==> src/rtl/lc3_execute.sv <==
// LC-3 execute stage: ALU, address adder and the execute/memory pipeline register.
// Register-file read addresses are driven combinationally from the incoming IR.
module lc3_execute #(
  parameter int DATA_W = 16
) (
  input  logic              clock,
  input  logic              reset,
  input  logic              enable_execute,
  input  logic [5:0]        E_Control,
  input  logic [1:0]        W_Control_in,
  input  logic              Mem_Control_in,
  input  logic [15:0]       IR,
  input  logic [DATA_W-1:0] npc_in,
  input  logic [DATA_W-1:0] VSR1,
  input  logic [DATA_W-1:0] VSR2,
  output logic [2:0]        sr1,
  output logic [2:0]        sr2,
  output logic [DATA_W-1:0] aluout,
  output logic [DATA_W-1:0] pcout,
  output logic [DATA_W-1:0] M_Data,
  output logic [2:0]        dr,
  output logic [2:0]        NZP,
  output logic [15:0]       IR_exec,
  output logic [1:0]        W_Control_out,
  output logic              Mem_Control_out
);

  localparam logic [3:0] OP_BR  = 4'b0000;
  localparam logic [3:0] OP_ADD = 4'b0001;
  localparam logic [3:0] OP_LD  = 4'b0010;
  localparam logic [3:0] OP_ST  = 4'b0011;
  localparam logic [3:0] OP_AND = 4'b0101;
  localparam logic [3:0] OP_LDR = 4'b0110;
  localparam logic [3:0] OP_STR = 4'b0111;
  localparam logic [3:0] OP_NOT = 4'b1001;
  localparam logic [3:0] OP_LDI = 4'b1010;
  localparam logic [3:0] OP_STI = 4'b1011;
  localparam logic [3:0] OP_JMP = 4'b1100;
  localparam logic [3:0] OP_LEA = 4'b1110;

  logic [3:0] opcode;
  logic [1:0] alu_ctl;
  logic [1:0] pcsel1;
  logic       pcsel2;
  logic       op2sel;

  assign opcode  = IR[15:12];
  assign alu_ctl = E_Control[5:4];
  assign pcsel1  = E_Control[3:2];
  assign pcsel2  = E_Control[1];
  assign op2sel  = E_Control[0];

  // Stores read their data register through port 2 from the DR field.
  always_comb begin
    sr1 = IR[8:6];
    sr2 = IR[2:0];
    if (opcode == OP_ST || opcode == OP_STR || opcode == OP_STI)
      sr2 = IR[11:9];
  end

  logic [DATA_W-1:0] imm5_sext;
  logic [DATA_W-1:0] off6_sext;
  logic [DATA_W-1:0] off9_sext;
  logic [DATA_W-1:0] off11_sext;

  assign imm5_sext  = {{(DATA_W-5){IR[4]}},   IR[4:0]};
  assign off6_sext  = {{(DATA_W-6){IR[5]}},   IR[5:0]};
  assign off9_sext  = {{(DATA_W-9){IR[8]}},   IR[8:0]};
  assign off11_sext = {{(DATA_W-11){IR[10]}}, IR[10:0]};

  logic [DATA_W-1:0] op2;
  logic [DATA_W-1:0] alu_res;

  always_comb begin
    op2 = op2sel ? VSR2 : imm5_sext;
    alu_res = '0;
    case (alu_ctl)
      2'b00:   alu_res = VSR1 + op2;
      2'b01:   alu_res = VSR1 & op2;
      2'b10:   alu_res = ~VSR1;
      default: alu_res = '0;
    endcase
  end

  logic [DATA_W-1:0] add_a;
  logic [DATA_W-1:0] add_b;
  logic [DATA_W-1:0] addr;

  always_comb begin
    add_a = pcsel2 ? npc_in : VSR1;
    add_b = '0;
    case (pcsel1)
      2'b00:   add_b = off11_sext;
      2'b01:   add_b = off9_sext;
      2'b10:   add_b = off6_sext;
      default: add_b = '0;
    endcase
    addr = add_a + add_b;
  end

  logic [DATA_W-1:0] aluout_d, aluout_q;
  logic [DATA_W-1:0] pcout_d, pcout_q;
  logic [DATA_W-1:0] m_data_d, m_data_q;
  logic [2:0]        dr_d, dr_q;
  logic [2:0]        nzp_d, nzp_q;
  logic [15:0]       ir_exec_d, ir_exec_q;
  logic [1:0]        w_control_d, w_control_q;
  logic              mem_control_d, mem_control_q;

  // Next-state values; when the stage is stalled every register recirculates.
  always_comb begin
    aluout_d      = aluout_q;
    pcout_d       = pcout_q;
    m_data_d      = m_data_q;
    dr_d          = dr_q;
    nzp_d         = nzp_q;
    ir_exec_d     = ir_exec_q;
    w_control_d   = w_control_q;
    mem_control_d = mem_control_q;
    if (enable_execute) begin
      pcout_d       = addr;
      m_data_d      = VSR2;
      ir_exec_d     = IR;
      w_control_d   = W_Control_in;
      mem_control_d = Mem_Control_in;
      aluout_d      = addr;
      dr_d          = 3'b000;
      nzp_d         = 3'b000;
      case (opcode)
        OP_ADD, OP_AND, OP_NOT: begin
          aluout_d = alu_res;
          dr_d     = IR[11:9];
        end
        OP_LD, OP_LDR, OP_LDI, OP_LEA: dr_d = IR[11:9];
        OP_BR:  nzp_d = IR[11:9];
        OP_JMP: nzp_d = 3'b111;
        default: ;
      endcase
    end
  end

  always_ff @(posedge clock or posedge reset) begin
    if (reset) begin
      aluout_q      <= '0;
      pcout_q       <= '0;
      m_data_q      <= '0;
      dr_q          <= '0;
      nzp_q         <= '0;
      ir_exec_q     <= '0;
      w_control_q   <= '0;
      mem_control_q <= 1'b0;
    end else begin
      aluout_q      <= aluout_d;
      pcout_q       <= pcout_d;
      m_data_q      <= m_data_d;
      dr_q          <= dr_d;
      nzp_q         <= nzp_d;
      ir_exec_q     <= ir_exec_d;
      w_control_q   <= w_control_d;
      mem_control_q <= mem_control_d;
    end
  end

  assign aluout          = aluout_q;
  assign pcout           = pcout_q;
  assign M_Data          = m_data_q;
  assign dr              = dr_q;
  assign NZP             = nzp_q;
  assign IR_exec         = ir_exec_q;
  assign W_Control_out   = w_control_q;
  assign Mem_Control_out = mem_control_q;

endmodule

==> config.mk <==
export PLATFORM = sky130hd
export DESIGN_NAME = lc3_execute
export DESIGN_NICKNAME = d
export VERILOG_FILES = /design/src/rtl/lc3_execute.sv
export SDC_FILE = /design/constraint.sdc
export NUM_CORES = 1
export LEC_CHECK = 0
export BUFFER_PORTS_ARGS = -buffer_cell sky130_fd_sc_hd__buf_2
export CORE_MARGIN = 8
export CORE_UTILIZATION = 49
export CTS_BUF_LIST = sky130_fd_sc_hd__clkbuf_8
export DETAILED_ROUTE_END_ITERATION = 8
export GPL_TIMING_DRIVEN = 1
export PLACE_DENSITY = 0.79
export REMOVE_ABC_BUFFERS = 1
export SLEW_MARGIN = 20
export SYNTH_ARGS = -nofsm -noshare
export SYNTH_HDL_FRONTEND = slang
export SYNTH_SLANG_ARGS = --single-unit
==> constraint.sdc <==
create_clock -name clock -period 2 [get_ports clock]
set_input_delay 0.2 -clock clock [delete_from_list [all_inputs] [get_ports clock]]
set_output_delay 0.2 -clock clock [all_outputs]
set_load 0.02 [all_outputs]
=== Yosys cells after proc, flatten, opt, wreduce, memory -nomap -nowiden ===
Index checks and enable logic that the tools add are counted.

* Word-level logic and storage cells: 42
* Register bits: 73
* Output and inout port bits: 79
* Input port bits: 76

* Mux-type cells: 8
* Bitwise operators: 2
* Eq/ne operators: 15
* $add $sub $neg: 2
* Reduce and logical (&&, ||, !) cells: 7

{| class="wikitable"
|+ Operators with widths
! operator !! number
|-
| $pmux 16 s3 || 2
|-
| $mux 16 || 3
|-
| $add 16x16->16 || 2
|-
| $eq 4x4->1 const B || 5
|-
| $and 16x16->16 || 1
|-
| $not 16->16 || 1
|-
| $eq 4x3->1 const B || 3
|-
| $eq 4x2->1 const B || 2
|-
| $reduce_or 7->1 || 1
|-
| $mux 3 || 2
|-
| $pmux 3 s2 || 1
|-
| $eq 2x1->1 const B || 2
|-
| $eq 2x2->1 const B || 2
|-
| $eq 4x1->1 const B || 1
|-
| $logic_not 2->1 || 2
|-
| $logic_not 4->1 || 1
|-
| $reduce_or 3->1 || 1
|-
| $logic_or 1x1->1 || 2
|}

=== Longest topological paths before layout ===
* Word-level depth: 4
* Mapped depth: 12
* Depth with buffers taken out: 11

=== Worst setup path after synthesis ===
Ideal clock, no wire load.

* Path kind: input -> register
* Start point: input port E_Control[1]
* End point: register aluout_q[10], in the netlist aluout[10]
* Required time: 1.874 ns
* Cell stages on the path: 10
* Path slack: -0.927 ns
* Arrival time: 2.801 ns
* Setup time: 0.126 ns
* Path buffers: 3
* Cell sequence: clkbuf_1 > buf_1 > mux2_2 > ha_1 > buf_2 > a2111o_1 > o2111ai_1 > nand2_1 > xor2_1 > o311a_1

* Cells in the longest elaborated chain, start to end: 3

{| class="wikitable"
|+ Ends and longest elaborated chain
! item !! RTL line !! RTL
|-
| start: declaration || 9 || <nowiki>input logic [5:0] E_Control,</nowiki>
|-
| $mux 16 || 90 || <nowiki>add_a = pcsel2 ? npc_in : VSR1;</nowiki>
|-
| $add 16x16->16 || 98 || <nowiki>addr = add_a + add_b;</nowiki>
|-
| $mux 16 || 129 || <nowiki>case (opcode)</nowiki>
|-
| end signal: assignment || 153 || <nowiki>aluout_q <= aluout_d;</nowiki>
|-
| end: declaration || 101 || <nowiki>logic [DATA_W-1:0] aluout_d, aluout_q;</nowiki>
|}

No other way between the ends.
A chain may end at the register's enable or synchronous reset.

=== Final worst setup path ===
* Start point: input port E_Control[0]
* End point: register aluout_q[10], in the netlist aluout[10]

* Cells in the longest elaborated chain, start to end: 4
* Elaborated cells between the ends (all ways): 5
* Those cells by class: 1 x add/sub; 3 x mux; 1 x bitwise

{| class="wikitable"
|+ Ends and longest elaborated chain
! item !! RTL line !! RTL
|-
| $mux 16 * || 75 || <nowiki>op2 = op2sel ? VSR2 : imm5_sext;</nowiki>
|-
| $add 16x16->16 / $and 16x16->16 (equally long branches) || 78, 79 ||
|-
| $pmux 16 s3 * || 77 || <nowiki>case (alu_ctl)</nowiki>
|-
| $mux 16 * || 129 ||
|}

Mark *: on every way between the ends. The rest lies on a longest branch, timed or not.

==> metrics <==
hold path start=W_Control_in[0]; Via-to-Cell Ratio=5.79; Critical Path Slowest Stage Cell=fa_2; Worst VDD drop=0.511 mV; EDFF count, synth=0; syn avg cell area=9.40 um2; die area=0.0143 mm2; first-pass GRT wire length=29.0 mm; Skew-Pair Late Insertion Delay=0.38 ns; H-tree Lvls=3; TritonCTS clock tree=built; sequential power share=0.322; ys async rst share=1.00; Synth cell types=66; Least-Margin Pin Slew=0.516 ns; register area=0.00183 mm2; drt drc=0; GRT overflow=0; die outline width=120 um; WL/cell=19.5 um; Area Overhead vs Synth=46.5%; RR Startpoint=aluout[15]$_DFFE_PP0P_; post-synthesis sequential area ratio=0.347; DRT Pass-1 Iters=5; crit path time final=2.17 ns; Finished Layout Cells=964; Worst setup SP type=input pin; Chip Height=120 um; Final nets=928; Post-DP HPWL=14.1 mm; RSZ-0062 raised after global routing=true; DRT antenna net count=0; violated checks=negative setup slack; Yosys top cell by area=dfrtp_1; dominant synthesized flop cell=dfrtp_1; MaxCap Viol Count=0; number of global-route vias before repair=5801; CP required=2.26 ns; Leakage Power=3.66 nW; Crit Path Category=input pin to flip-flop; Crit Reg-Reg Endpoint=aluout[15]$_DFFE_PP0P_; arrival time of the worst setup path=2.43 ns; hold path depth=2; area occupied by multi-input gates=0.00365 mm2; most common cell after layout, fill and taps aside=buf_2; initial antenna violation count=0; vias=5581; placed insts=936; Rel. slew slack=0.655; fin worst setup slack=-0.171 ns; CTS root buf=clkbuf_8; clock skew=0 ns; ant diodes=0; PortBufs=154; Iter 0 DRT Violations=331; CTS Buffer Depth=2; pwr dens=758 mW/mm2; final hold violation count=0; largest net degree at the start of global routing=74; R2R setup slack=0.69 ns; Cells after Synth=560; top cell type's share of synthesized area=0.347; Yosys reg bits=73; I/O Pins=155; share of cells above drive strength 1=0.532; fin crit share=1.09; crit path max fanout=3; combinational power share=0.457; DRT Wirelength=18.8 mm; core box area=0.0107 mm2; row cnt=38; Min-Delay Path Class=input pin to flip-flop; Final Setup Violations=6; clock sink total=73; warnings from Yosys=0; Final GP Congestion=0.887; Final Max Tran Viols=0; slowest stage delay, CP=0.34 ns; Starting Density=0.494; worst min-delay path endpoint=W_Control_out[0]$_DFFE_PP0P_; CTS clk-pin slew, worst paths=0.09 ns; most frequent cells in the layout=buf_2 (152), buf_4 (118), dfrtp_1 (73), nand2_1 (63), mux2_2 (61); R2R depth=4; Buf+Inv Stages, Crit Path=1; final hold slack=0.0525 ns; Critical Path End Type=flip-flop; cell-internal power=3.55 mW; clock network power share=0.221; Sw Share=0.393; outcome=finished with violations; Crit path max-delay family=compound AO/OA/AOI/OAI gates; Post-Syn Area=0.00526 mm2; Cell Chain, Critical Path=buf_8 > mux2_4 > ha_4 > fa_2 > a21o_1 > a311o_1 > and3_4 > or3_1 > a31o_1 > o311a_1; max frequency=461 MHz; net load switching power=2.30 mW; # fillers=780; Area contributors post-synth=dfrtp_1 (35%), mux2_2 (14%), ha_1 (7.4%); total track usage=0.252; clock buffer count from CTS=9
==> per-layer routing <==
layer,global-route usage,part of all wire,vias to the layer above
met5,0,0,-
met2,0.424,0.48,264
met3,0.0737,0.083,55
met4,0.0976,0.036,0
li1,-,-,2577
met1,0.297,0.40,2685
==> cells by family (layout without fill, tap and decap cells) <==
kind of cell    after synthesis  in the layout  synth area share
compound gates              160            160             0.199
simple gates                146            146             0.129
mux                          75             75             0.159
flops                        73             73             0.347
buf+inv                      51            315            0.0483
fa+ha+maj                    33             33            0.0813
xor+xnor                     22             22            0.0366
==> worst reg2reg max path, delay by kind of cell, from the launching register on <==
kind	cells	cell delay, ns
flip-flops	1	0.41
AO/OA/AOI/OAI	3	0.60
multiplexers	1	0.17
==> per-stage QoR <==
step	setup slack (ns)	setup TNS, ns	area, um2	utilization	power [mW]
2_1_floorplan	-0.555	-5.94	5080	-	3.20
5_1_grt	-0.241	-1.73	7710	0.724	6.13
3_3_place_gp	-0.749	-11.54	6890	0.647	4.18
3_5_place_dp	-0.769	-12.77	6890	0.647	4.25
6_report	-0.171	-0.532	7710	0.724	5.85
4_1_cts	-0.158	-0.322	7410	0.695	5.66
==> power groups by stage <==
stage | clock [mW] | combinational, mW | sequential [mW]
after floorplan | 0 | 1.00 | 2.20
after global placement | 0 | 2.30 | 1.89
after detailed placement | 0 | 2.35 | 1.90
after CTS | 1.30 | 2.48 | 1.88
after global routing | 1.35 | 2.87 | 1.91
final | 1.29 | 2.67 | 1.88
==> Yosys cell counts, types with 10 or more instances <==
cell type / number
inv_1: 19
clkbuf_1: 15
o21ai_0: 24
nand2_1: 66
ha_1: 31
dfrtp_1: 73
o21ai_1: 12
o211ai_1: 10
xnor2_1: 14
a211oi_1: 10
nor2_1: 29
a21oi_1: 40
mux2_2: 66
==> state kept, by name (all words and copies together), names as in the netlist <==
name             count
IR_exec             16
M_Data              16
aluout              16
pcout               16
NZP                  3
dr                   3
W_Control_out        2
Mem_Control_out      1
==> how the worst max path moves through the flow <==
stage / cells past startpoint / slack (ns) / endpoint / startpoint
final: 10 / -0.17 / aluout[10]$_DFFE_PP0P_ / E_Control[0]
after global routing: 10 / -0.24 / aluout[10]$_DFFE_PP0P_ / E_Control[0]
after CTS: 10 / -0.16 / aluout[10]$_DFFE_PP0P_ / E_Control[0]
after detailed placement: 10 / -0.77 / aluout[10]$_DFFE_PP0P_ / E_Control[0]
after global placement: 10 / -0.75 / aluout[10]$_DFFE_PP0P_ / E_Control[0]
after floorplan: 9 / -0.56 / aluout[10]$_DFFE_PP0P_ / E_Control[0]
==> repair_timing <==
item / in CTS / in global routing
endpoints found under the hold margin: 73 / 0
gates resized for setup: 50 / 50
buffers inserted: 9 / 4
setup endpoints to repair: 21 / 20
hold buffers: 1 / 0
pin swaps: 21 / 33
==> final cells by class <==
class / count / share of cell area
clock buffer: 9 / 0.0161
clock inverter: 7 / 0.0105
inverter: 19 / 0.00925
multi-input combinational: 436 / 0.474
sequential: 73 / 0.237
tap: 140 / 0.0227
timing repair buffer: 280 / 0.231
No activity file was read; power rests on OpenSTA's default activity.
